$ cat config.mk
export PLATFORM = sky130hd
export DESIGN_NAME = aes_key_expand
export DESIGN_NICKNAME = d
export VERILOG_FILES = /design/src/rtl/aes_pkg.sv /design/src/rtl/aes_sbox.sv /design/src/rtl/aes_key_expand.sv
export SDC_FILE = /design/constraint.sdc
export NUM_CORES = 1
export LEC_CHECK = 0
export ABC_AREA = 1
export CAP_MARGIN = 25
export CORE_MARGIN = 5
export CORE_UTILIZATION = 36
export CTS_CLUSTER_DIAMETER = 60
export DETAILED_ROUTE_END_ITERATION = 10
export PLACE_DENSITY = 0.65
export SETUP_SLACK_MARGIN = 0.2
export SYNTH_ARGS = -nofsm -noshare
export SYNTH_HDL_FRONTEND = slang
export SYNTH_HIERARCHICAL = 1
export SYNTH_SLANG_ARGS = --single-unit
$ cat constraint.sdc
create_clock -name clk -period 9.8 [get_ports clk]
set_clock_uncertainty 0.05 [all_clocks]
set_input_delay 1.96 -clock clk [delete_from_list [all_inputs] [get_ports clk]]
set_output_delay 1.96 -clock clk [all_outputs]
set_load 0.05 [all_outputs]
$ cat src/rtl/aes_pkg.sv
// Shared AES definitions for the key schedule and the round datapath.
//   word_t / block_t : 32-bit word and 128-bit block types
//   NR               : rounds after round 0 (AES-128 only)
//   RCON             : round constants, indexed by the round being left (0..9)
//   state_e          : key-expansion FSM states
package aes_pkg;

  typedef logic [31:0]  word_t;
  typedef logic [127:0] block_t;

  localparam int NR = 10;

  localparam logic [7:0] RCON [0:NR-1] = '{
    8'h01, 8'h02, 8'h04, 8'h08, 8'h10,
    8'h20, 8'h40, 8'h80, 8'h1b, 8'h36
  };

  typedef enum logic {
    ST_IDLE,
    ST_RUN
  } state_e;

endpackage

$ cat src/rtl/aes_sbox.sv
// FIPS-197 forward S-box, purely combinational table lookup.
// Shared between the key schedule (SubWord) and the subBytes stage.
//   in_byte  : input byte
//   out_byte : substituted byte
module aes_sbox (
  input  logic [7:0] in_byte,
  output logic [7:0] out_byte
);

  // Listed in natural order (entry 0x00 first). Because the leftmost byte of
  // a [255:0] packed array is index 255, entry x lives at index 255-x == ~x.
  localparam logic [255:0][7:0] SBOX = {
    128'h637c777bf26b6fc53001672bfed7ab76,
    128'hca82c97dfa5947f0add4a2af9ca472c0,
    128'hb7fd9326363ff7cc34a5e5f171d83115,
    128'h04c723c31896059a071280e2eb27b275,
    128'h09832c1a1b6e5aa0523bd6b329e32f84,
    128'h53d100ed20fcb15b6acbbe394a4c58cf,
    128'hd0efaafb434d338545f9027f503c9fa8,
    128'h51a3408f929d38f5bcb6da2110fff3d2,
    128'hcd0c13ec5f974417c4a77e3d645d1973,
    128'h60814fdc222a908846eeb814de5e0bdb,
    128'he0323a0a4906245cc2d3ac629195e479,
    128'he7c8376d8dd54ea96c56f4ea657aae08,
    128'hba78252e1ca6b4c6e8dd741f4bbd8b8a,
    128'h703eb5664803f60e613557b986c11d9e,
    128'he1f8981169d98e949b1e87e9ce5528df,
    128'h8ca1890dbfe6426841992d0fb054bb16
  };

  assign out_byte = SBOX[~in_byte];

endmodule

$ cat src/rtl/aes_key_expand.sv
// Iterative AES-128 key schedule feeding addRoundKey.
// Loads the cipher key on start, then presents round keys 0..NR one per
// rk_valid/rk_ready handshake, deriving each next key combinationally from
// the current one (4 shared S-boxes + XOR chain). Pulses done for one cycle
// after round NR is accepted.
//   clk, reset_n     : clock, synchronous active-low reset
//   key_in, start    : cipher key and expansion request (sampled in IDLE)
//   rk_ready         : consumer accepts current round key
//   rk_valid, rk     : current round key and its qualifier
//   round            : index of rk (0..NR)
//   busy, done       : expansion in flight / one-cycle completion pulse
// Optional build macro AES_RK_STORE_EN adds an 11-entry round-key store with
//   rd_idx (in) / rd_key (out) for decrypt-direction reuse.
module aes_key_expand
  import aes_pkg::*;
(
  input  logic         clk,
  input  logic         reset_n,
  input  logic [127:0] key_in,
  input  logic         start,
  input  logic         rk_ready,
  output logic         rk_valid,
  output logic [127:0] rk,
  output logic [3:0]   round,
  output logic         busy,
  output logic         done
`ifdef AES_RK_STORE_EN
  ,
  input  logic [3:0]   rd_idx,
  output logic [127:0] rd_key
`endif
);

  localparam logic [3:0] LAST_RND = 4'(NR);

  state_e     state_q,    state_d;
  block_t     rk_q,       rk_d;
  logic [3:0] round_q,    round_d;
  logic       rk_valid_q, rk_valid_d;
  logic       busy_q,     busy_d;
  logic       done_q,     done_d;

  logic       accept;
  assign accept = (state_q == ST_RUN) && rk_valid_q && rk_ready;

  // ---------------------------------------------------------------------
  // next(rk): SubWord(RotWord(w3)) ^ rcon, then the w0..w3 XOR chain
  // ---------------------------------------------------------------------
  word_t            w0, w1, w2, w3, rot_w, temp_w;
  word_t            n0, n1, n2, n3;
  logic [3:0][7:0]  sb_in, sb_out;
  logic [7:0]       rcon_b;
  block_t           rk_next;

  assign {w0, w1, w2, w3} = rk_q;
  assign rot_w = {w3[23:0], w3[31:24]};
  assign sb_in = rot_w;

  for (genvar g = 0; g < 4; g++) begin : g_sub
    aes_sbox u_sbox (
      .in_byte  (sb_in[g]),
      .out_byte (sb_out[g])
    );
  end

  // Round NR never advances, so its rcon is don't-care; return 0 there.
  assign rcon_b  = (round_q < LAST_RND) ? RCON[round_q] : 8'h00;
  assign temp_w  = word_t'(sb_out) ^ {rcon_b, 24'h0};
  assign n0      = w0 ^ temp_w;
  assign n1      = w1 ^ n0;
  assign n2      = w2 ^ n1;
  assign n3      = w3 ^ n2;
  assign rk_next = {n0, n1, n2, n3};

  // ---------------------------------------------------------------------
  // Control
  // ---------------------------------------------------------------------
  always_comb begin
    state_d    = state_q;
    rk_d       = rk_q;
    round_d    = round_q;
    rk_valid_d = rk_valid_q;
    busy_d     = busy_q;
    done_d     = 1'b0;
    case (state_q)
      ST_IDLE: begin
        if (start) begin
          state_d    = ST_RUN;
          rk_d       = key_in;
          round_d    = 4'd0;
          rk_valid_d = 1'b1;
          busy_d     = 1'b1;
        end
      end
      ST_RUN: begin
        if (accept) begin
          if (round_q == LAST_RND) begin
            // rk/round deliberately hold their final values
            state_d    = ST_IDLE;
            rk_valid_d = 1'b0;
            busy_d     = 1'b0;
            done_d     = 1'b1;
          end else begin
            rk_d    = rk_next;
            round_d = round_q + 4'd1;
          end
        end
      end
      default: state_d = ST_IDLE;
    endcase
  end

  always_ff @(posedge clk) begin
    if (!reset_n) begin
      state_q    <= ST_IDLE;
      rk_q       <= '0;
      round_q    <= '0;
      rk_valid_q <= 1'b0;
      busy_q     <= 1'b0;
      done_q     <= 1'b0;
    end else begin
      state_q    <= state_d;
      rk_q       <= rk_d;
      round_q    <= round_d;
      rk_valid_q <= rk_valid_d;
      busy_q     <= busy_d;
      done_q     <= done_d;
    end
  end

  assign rk_valid = rk_valid_q;
  assign rk       = rk_q;
  assign round    = round_q;
  assign busy     = busy_q;
  assign done     = done_q;

`ifdef AES_RK_STORE_EN
  // ---------------------------------------------------------------------
  // Round-key store: written on every accept, survives done
  // ---------------------------------------------------------------------
  block_t store_q [0:NR];
  block_t store_d [0:NR];

  always_comb begin
    store_d = store_q;
    if (accept) store_d[round_q] = rk_q;
  end

  always_ff @(posedge clk) begin
    if (!reset_n) begin
      for (int i = 0; i <= NR; i++) store_q[i] <= '0;
    end else begin
      store_q <= store_d;
    end
  end

  assign rd_key = (rd_idx <= LAST_RND) ? store_q[rd_idx] : '0;
`endif

endmodule

# Word level (Yosys, flattened, before mapping)
# Memories as Yosys holds them, arrays and structs flattened.
# Index checks and enable logic that the tools add are counted.
# W data, S select, Z words.
# word_totals
word_cells	62
reg_bits	135
latchBits	0
mem_bits_rw	0
in_bits	132
mem_count	5
romBits	8320
output_inout_bits	135
# classes
n_reduce_logical	5
addsub	1
muxes	24
bitwise_logic	11
multipliers	0
eq_ne	5
shifts	0
div_mod_pow	0
order_cmp	6
# memory_table
memory	depth	word_bits	read_ports	rd_clocked_by_memory_dff	write_ports	line	source
(name not given)	256	8	1	0	0	aes_sbox.sv:31	assign out_byte = SBOX[~in_byte];
(name not given)	256	8	1	0	0	aes_sbox.sv:31	
(name not given)	256	8	1	0	0	aes_sbox.sv:31	
(name not given)	256	8	1	0	0	aes_sbox.sv:31	
(name not given)	16	8	1	0	0	aes_key_expand.sv:67	assign rcon_b = (round_q < LAST_RND) ? RCON[round_q] : 8'h00;
# ops
cell	n
$mux W128	3
$pmux W128 S2	1
$xor A32 B32 Y32	5
$mux W8	7
$lt A8 B9 Y1 const B	4
$not A8 Y8	4
$mux W4	3
$reduce_and A3 Y1	3
$pmux W4 S2	1
$mux W1	7
$ge A5 B5 Y1 const B	1
$not A4 Y5	1
$add A4 B1 Y4 const B	1
$eq A4 B4 Y1 const B	1
$lt A4 B4 Y1 const B	1
$ne A2 B1 Y1 const B	2
$ne A2 B2 Y1 const B	2
$pmux W1 S2	2
$logic_and A1 B1 Y1	2
$not A1 Y1	1

# Longest topological paths before layout
# Gate-level depths: netlist of run 1.
# depth
depth_word	13
ltp_mapped	26
ltp_nobuf	25

# Hierarchy
# The synthesis of run 1 kept the hierarchy.
# by_module_without_submodules
mod	area_per_inst_um2	n_inst	cells_each
aes_sbox	3093.0	4	635
aes_key_expand	7100.6	1	938

# Least setup slack after synthesis of run 1
# OpenSTA, ideal clock, no wires.
# synth_timing
path_type	reg-to-reg
start	reg rk_q[17], in the netlist rk[17]
end	reg rk_q[25], in the netlist rk[25]
setup_time_ns	0.116
t_required_ns	9.634
arrival_time_ns	3.341
slack_ns	6.293
path_stages_with_launch	22
cell_sequence	dfxtp_1 inv_2 ha_1 buf_2 inv_1 nand2_4 nand2_1 inv_2 nand2_1 nand3_1 nand3_1 nand3_1 nand3_1 nand2_1 xnor2_1 xor2_2 xor2_1 nand2_1 nand3_2 nand2_1 nor2_1 nor2_1
# synth_lines
item	line	source
start: declaration	aes_key_expand.sv:37	block_t rk_q, rk_d;
start signal: assignment	aes_key_expand.sv:123	rk_q <= rk_d;

==> results.json, run 1 <==
{
  "ys_ff_latch": 135,
  "die_h_um": 243,
  "synth.avg_cell_area_um2": 5.60,
  "fin_crit_ps": 4460,
  "fp-row-count": 85,
  "syn_area_mm2": 0.0195,
  "worstMarginPinSlew_ps": 981,
  "fin_util": 0.418,
  "p_int_w": 0.00162,
  "wl_per_cell_um": 22.6,
  "design_area_mm2": 0.0225,
  "layout-drive-gt1-share": 0.0762,
  "dr.pass1.iters": 6,
  "min_path_type": "register to register",
  "setup_viol": 0,
  "viasPerCell": 6.07,
  "grtUsageTotal": 0.307,
  "synthCells": 3478,
  "io_pins": 267,
  "drtIter0Drc": 4439,
  "drv_cap": 0,
  "crit_type": "register to register",
  "start_kind": "register",
  "dieArea_mm2": 0.0588,
  "placedCellCount": 4231,
  "grt_overflow": 0,
  "slew_violations": 0,
  "antenna_found_initial": 2,
  "switchingPower_w": 0.00180,
  "leakage_nw": 10.3,
  "drc": 0,
  "dpl-instance-area_mm2": 0.0219,
  "numCtsBuffers": 17,
  "yosysSeqAreaShare": 0.139,
  "ys_warn_count": 6,
  "power_frac_comb": 0.613,
  "fmax_ghz": 0.224,
  "htree_levels": 4,
  "first_global_vias": 23600,
  "clock_tree.root_cell": "clkbuf_16",
  "port_buffers": 266,
  "cts.sinks": 135,
  "ys_async_sr_fraction": 0,
  "wl_um": 96500,
  "cp.arrival_ps": 4830,
  "clk_pin_slew_worst_paths_ps": 70,
  "synth_edf_count": 0,
  "cp_max_fo": 16,
  "cts_tree": "done",
  "post_cts_buffers": 0,
  "tns_ps": 0,
  "swShare": 0.525,
  "yosysUniqueCellTypes": 39,
  "final_cells": 4266,
  "grt_pass1_wl_um": 145000,
  "grt_max_degree": 90,
  "netlist_top_cells_count": "nand2_1 (1068), nand3_1 (870), nor2_1 (225)",
  "ir_worst_vdd_mv": 0.146,
  "rsz0062_at_grt": "no",
  "power_density_mw_per_mm2": 152,
  "synth_nets": 3676,
  "pwr-share-clk": 0.194,
  "hold_violations": 0,
  "place_hpwl_um": 67600,
  "dp_slack_ps": 5220,
  "initial_core_util": 0.363,
  "ys_top_cells_by_area": "nand3_1 (22%), nand2_1 (21%), dfxtp_1 (14%), nor2_1 (4.3%), ha_1 (4.2%)",
  "hold_buffers": 0,
  "die_w_um": 243,
  "relSlewSlack": 0.346,
  "worstPathRequired_ps": 10170,
  "setup_ws_ps": 5340,
  "ctsResizeCount": 0,
  "num_vias": 25900,
  "areaGrowthSynthToFinish_pct": 15.4,
  "synth_top_area_frac": 0.224,
  "final_nets": 3753,
  "gp_congestion": 1.06,
  "ant_nets": 0,
  "pwr-share-seq": 0.193,
  "outcome": "completed",
  "synth_top_area_cell": "nand3_1",
  "clk_latency_ps": 490,
  "cp-end-kind": "register",
  "post-route-period-util": 0.456,
  "cts_max_path_buffers": 2,
  "synth_flop_cell": "dfxtp_1",
  "coreArea_mm2": 0.0537,
  "synth.most_common_cell": "nand2_1"
}
## path summary, 6_finish.rpt
path,from,slack [ps],cells past startpoint,to
setup / recovery,rk[24]$_SDFFE_PN0P_,5340,18,rk[37]$_SDFFE_PN0P_
hold / removal,rk[60]$_SDFFE_PN0P_,440,2,rk[60]$_SDFFE_PN0P_
setup reg to reg,rk[24]$_SDFFE_PN0P_,5340,18,rk[37]$_SDFFE_PN0P_
hold reg to reg,rk[60]$_SDFFE_PN0P_,440,2,rk[60]$_SDFFE_PN0P_
## worst max-delay path, cell delays in order (launching register included)
cell and delay, ps:
dfxtp_1 770, inv_1 330, ha_1 580, inv_1 150, nand2_4 160, nand2_1 150
inv_2 120, nand2_1 50, nand3_1 70, nand2_1 60, nand3_1 60, nand3_1 120
nand2_1 240, xnor2_1 190, xor2_1 610, xnor2_1 210, o21ai_1 90, or2_1 250
a21oi_1 110
## power by group through the flow
stage | clock network (W) | logic [W] | registers, W
CTS | 0.000680 | 0.00203 | 0.000659
detailed placement | 0 | 0.00202 | 0.000670
global route | 0.000702 | 0.00223 | 0.000666
floorplan | 0 | 0.00126 | 0.000832
global placement | 0 | 0.00204 | 0.000671
finish | 0.000665 | 0.00210 | 0.000660
## flip-flops by register name, indices dropped and copies added (netlist names)
name     cells
round        4
busy         1
state_q      1
rk         128
done         1
## per-layer routing
metal,global-route usage,vias to the layer above,wire length (um)
met2,0.459,2044,40300
met4,0.144,0,5310
met3,0.0795,400,12700
met1,0.415,11600,38100
met5,0,-,0
li1,-,11800,-
## logic make-up after synthesis
kind of cell	synth area share
buffers and inverters	0.115
and+or+nand+nor	0.545
adders and majority gates	0.0424
AOI/OAI and AO/OA	0.120
DFF	0.139
xor gates and xnor gates	0.0395
## per-stage QoR
stage	hold slack, ps	total power (W)
6_report	444	0.00342
5_1_grt	476	0.00360
4_1_cts	444	0.00337
3_5_place_dp	436	0.00269
3_3_place_gp	431	0.00271
2_1_floorplan	636	0.00210
## layout by cell type, fill, tap and decap left out, types with 6 or more instances in the layout
cell type	instances
nor2_4	9
a21oi_1	144
xor2_1	30
nand3_2	17
nand4_1	43
o21ai_0	69
o21ai_1	48
buf_4	44
dfxtp_1	124
clkdlybuf4s50_1	265
a31oi_1	31
xnor2_1	56
nand3b_1	6
nand2_1	1068
nand2_4	8
nand3_1	870
dfxtp_2	11
inv_1	159
o221a_2	31
inv_2	24
or2_1	30
o211ai_1	16
nand2_2	51
a21oi_2	8
nor2_1	224
ha_1	66
a211oi_1	29
clkbuf_16	17
nor2_2	24
## area by class of cell
cell class              count  area, um^2
repair buffers            312        3040
diodes                      2        5.00
well taps                 696         871
clock inverters            11         124
clock buffers              21         450
multi-input cells        2900       14500
fillers                  5839       31200
inverters                 189         722
flip-flops and latches    135        2720
(Power assumes the default switching activity.)
==> run 2: changes to the inputs <==
PLACE_DENSITY = 0.67   (was 0.65)
clock period = 3.9 ns   (was 9.8 ns; I/O delays follow)
==> results.json, run 2 (synthesis gave the netlist of run 1 again) <==
{
  "cp.arrival_ps": 3920,
  "tns_ps": 0,
  "die_h_um": 243,
  "relSlewSlack": 0.341,
  "cp_slowest_cell": "dfxtp_1",
  "ant_nets": 0,
  "clk_pin_slew_worst_paths_ps": 60,
  "pwr-share-seq": 0.187,
  "fillers": 5893,
  "first_global_vias": 24300,
  "clock_tree.root_cell": "clkbuf_16",
  "wl_um": 108000,
  "cp_max_fo": 7,
  "crit_type": "register to register",
  "io_pins": 267,
  "gp_congestion": 1.07,
  "cpMostUsedCell": "nand3_1",
  "rsz0062_at_grt": "yes",
  "viasPerCell": 6.08,
  "cts.sinks": 135,
  "fmax_ghz": 0.282,
  "outcome": "completed",
  "dieArea_mm2": 0.0588,
  "start_kind": "register",
  "mostFrequentLayoutCell": "nand2_1",
  "leakage_nw": 10.7,
  "cts_max_path_buffers": 2,
  "grt_pass1_wl_um": 160000,
  "grt_max_degree": 75,
  "worstPathRequired_ps": 4270,
  "final_nets": 3818,
  "areaGrowthSynthToFinish_pct": 19.0,
  "hold_violations": 0,
  "switchingPower_w": 0.00467,
  "layout-drive-gt1-share": 0.0944,
  "initial_core_util": 0.363,
  "port_buffers": 266,
  "wl_per_cell_um": 25.0,
  "critPathBufInv": 2,
  "grtUsageTotal": 0.349,
  "worstMarginPinSlew_ps": 989,
  "slew_violations": 0,
  "die_w_um": 243,
  "whs_ps": 447,
  "clk_latency_ps": 500,
  "dr.pass1.iters": 6,
  "setup_viol": 0,
  "drv_cap": 0,
  "path_cells": "inv_1, ha_1, buf_4, nand2_1, nand3_1, nand3_1, nand3_1, nand3_1, nand3_1, nand2_1, xnor2_1, xor2_1, xnor2_1, o21ai_0, or2_1, a21oi_1",
  "ir_worst_vdd_mv": 0.348,
  "hold_buffers": 0,
  "p_int_w": 0.00427,
  "power_density_mw_per_mm2": 386,
  "swShare": 0.523,
  "min_path_type": "register to register",
  "post-route-period-util": 0.909,
  "place_hpwl_um": 78800,
  "layout_common_cells": "nand2_1 (1067), nand3_1 (870), clkdlybuf4s50_1 (265), nor2_1 (222), inv_1 (161)",
  "fin_crit_ps": 3540,
  "cp-end-kind": "register",
  "power_frac_comb": 0.619,
  "fp-row-count": 85,
  "numCtsBuffers": 17,
  "drtIter0Drc": 4319,
  "cts_tree": "done",
  "pwr-share-clk": 0.194,
  "num_vias": 26300,
  "cp_top_family": "simple AND/OR/NAND/NOR gates",
  "worst_path_largest_cell_delay_ps": 420,
  "coreArea_mm2": 0.0537,
  "antenna_found_initial": 6,
  "grt_overflow": 0,
  "largest_reg_flops": 128,
  "drc": 0,
  "htree_levels": 4
}
==> run 2: power groups by stage <==
stage / sequential, W / combinational [W] / clock (W)
4_1_cts: 0.00167 / 0.00538 / 0.00176
3_5_place_dp: 0.00170 / 0.00535 / 0
2_1_floorplan: 0.00209 / 0.00318 / 0
5_1_grt: 0.00169 / 0.00590 / 0.00182
6_report: 0.00167 / 0.00553 / 0.00173
3_3_place_gp: 0.00170 / 0.00545 / 0
==> run 2: metrics by stage <==
step	setup slack [ps]	power [W]	area, um^2	utilization	std cells
finish	356	0.00894	23200	0.431	4331
CTS	419	0.00881	23100	0.431	4328
global placement	421	0.00715	22500	0.420	4297
detailed placement	446	0.00705	22500	0.420	4297
floorplan	393	0.00527	19500	-	3478
global route	182	0.00941	23200	0.431	4331
==> run 2: what timing repair did <==
action,in CTS,in global routing
setup buffers,0,0
endpoints found under the setup margin,0,7
gates resized for setup,0,7
==> run 2: final timing paths <==
check	from	to	cells past startpoint	slack, ps
worst max-delay path	rk[8]$_SDFFE_PN0P_	rk[49]$_SDFFE_PN0P_	16	360
worst min-delay path	rk[60]$_SDFFE_PN0P_	rk[60]$_SDFFE_PN0P_	2	450
worst max register to register	rk[8]$_SDFFE_PN0P_	rk[49]$_SDFFE_PN0P_	16	360
worst min register to register	rk[60]$_SDFFE_PN0P_	rk[60]$_SDFFE_PN0P_	2	450
==> run 2: final cells by class <==
class	count	area (um^2)	share of cell area
Antenna cell	3	7.51	0.000324
Clock buffer	19	433	0.0187
Clock inverter	12	153	0.00659
Inverter	189	722	0.0312
Multi-Input combinational cell	2900	14600	0.629
Sequential cell	135	2720	0.117
Tap cell	696	871	0.0376
Timing Repair Buffer	377	3690	0.159
==> run 2: worst reg2reg max path: stages (launching register included) <==
cell	delay (ps)
dfxtp_1	420
inv_1	160
ha_1	420
buf_4	190
nand2_1	270
nand3_1	240
nand3_1	120
nand3_1	90
nand3_1	110
nand3_1	160
nand2_1	140
xnor2_1	160
xor2_1	290
xnor2_1	170
o21ai_0	110
or2_1	250
a21oi_1	110
==> run 2: per-layer routing <==
metal	GRT usage	wire [um]
met5	0	23
met4	0.160	5720
met3	0.0813	12400
met2	0.530	46200
met1	0.471	44000
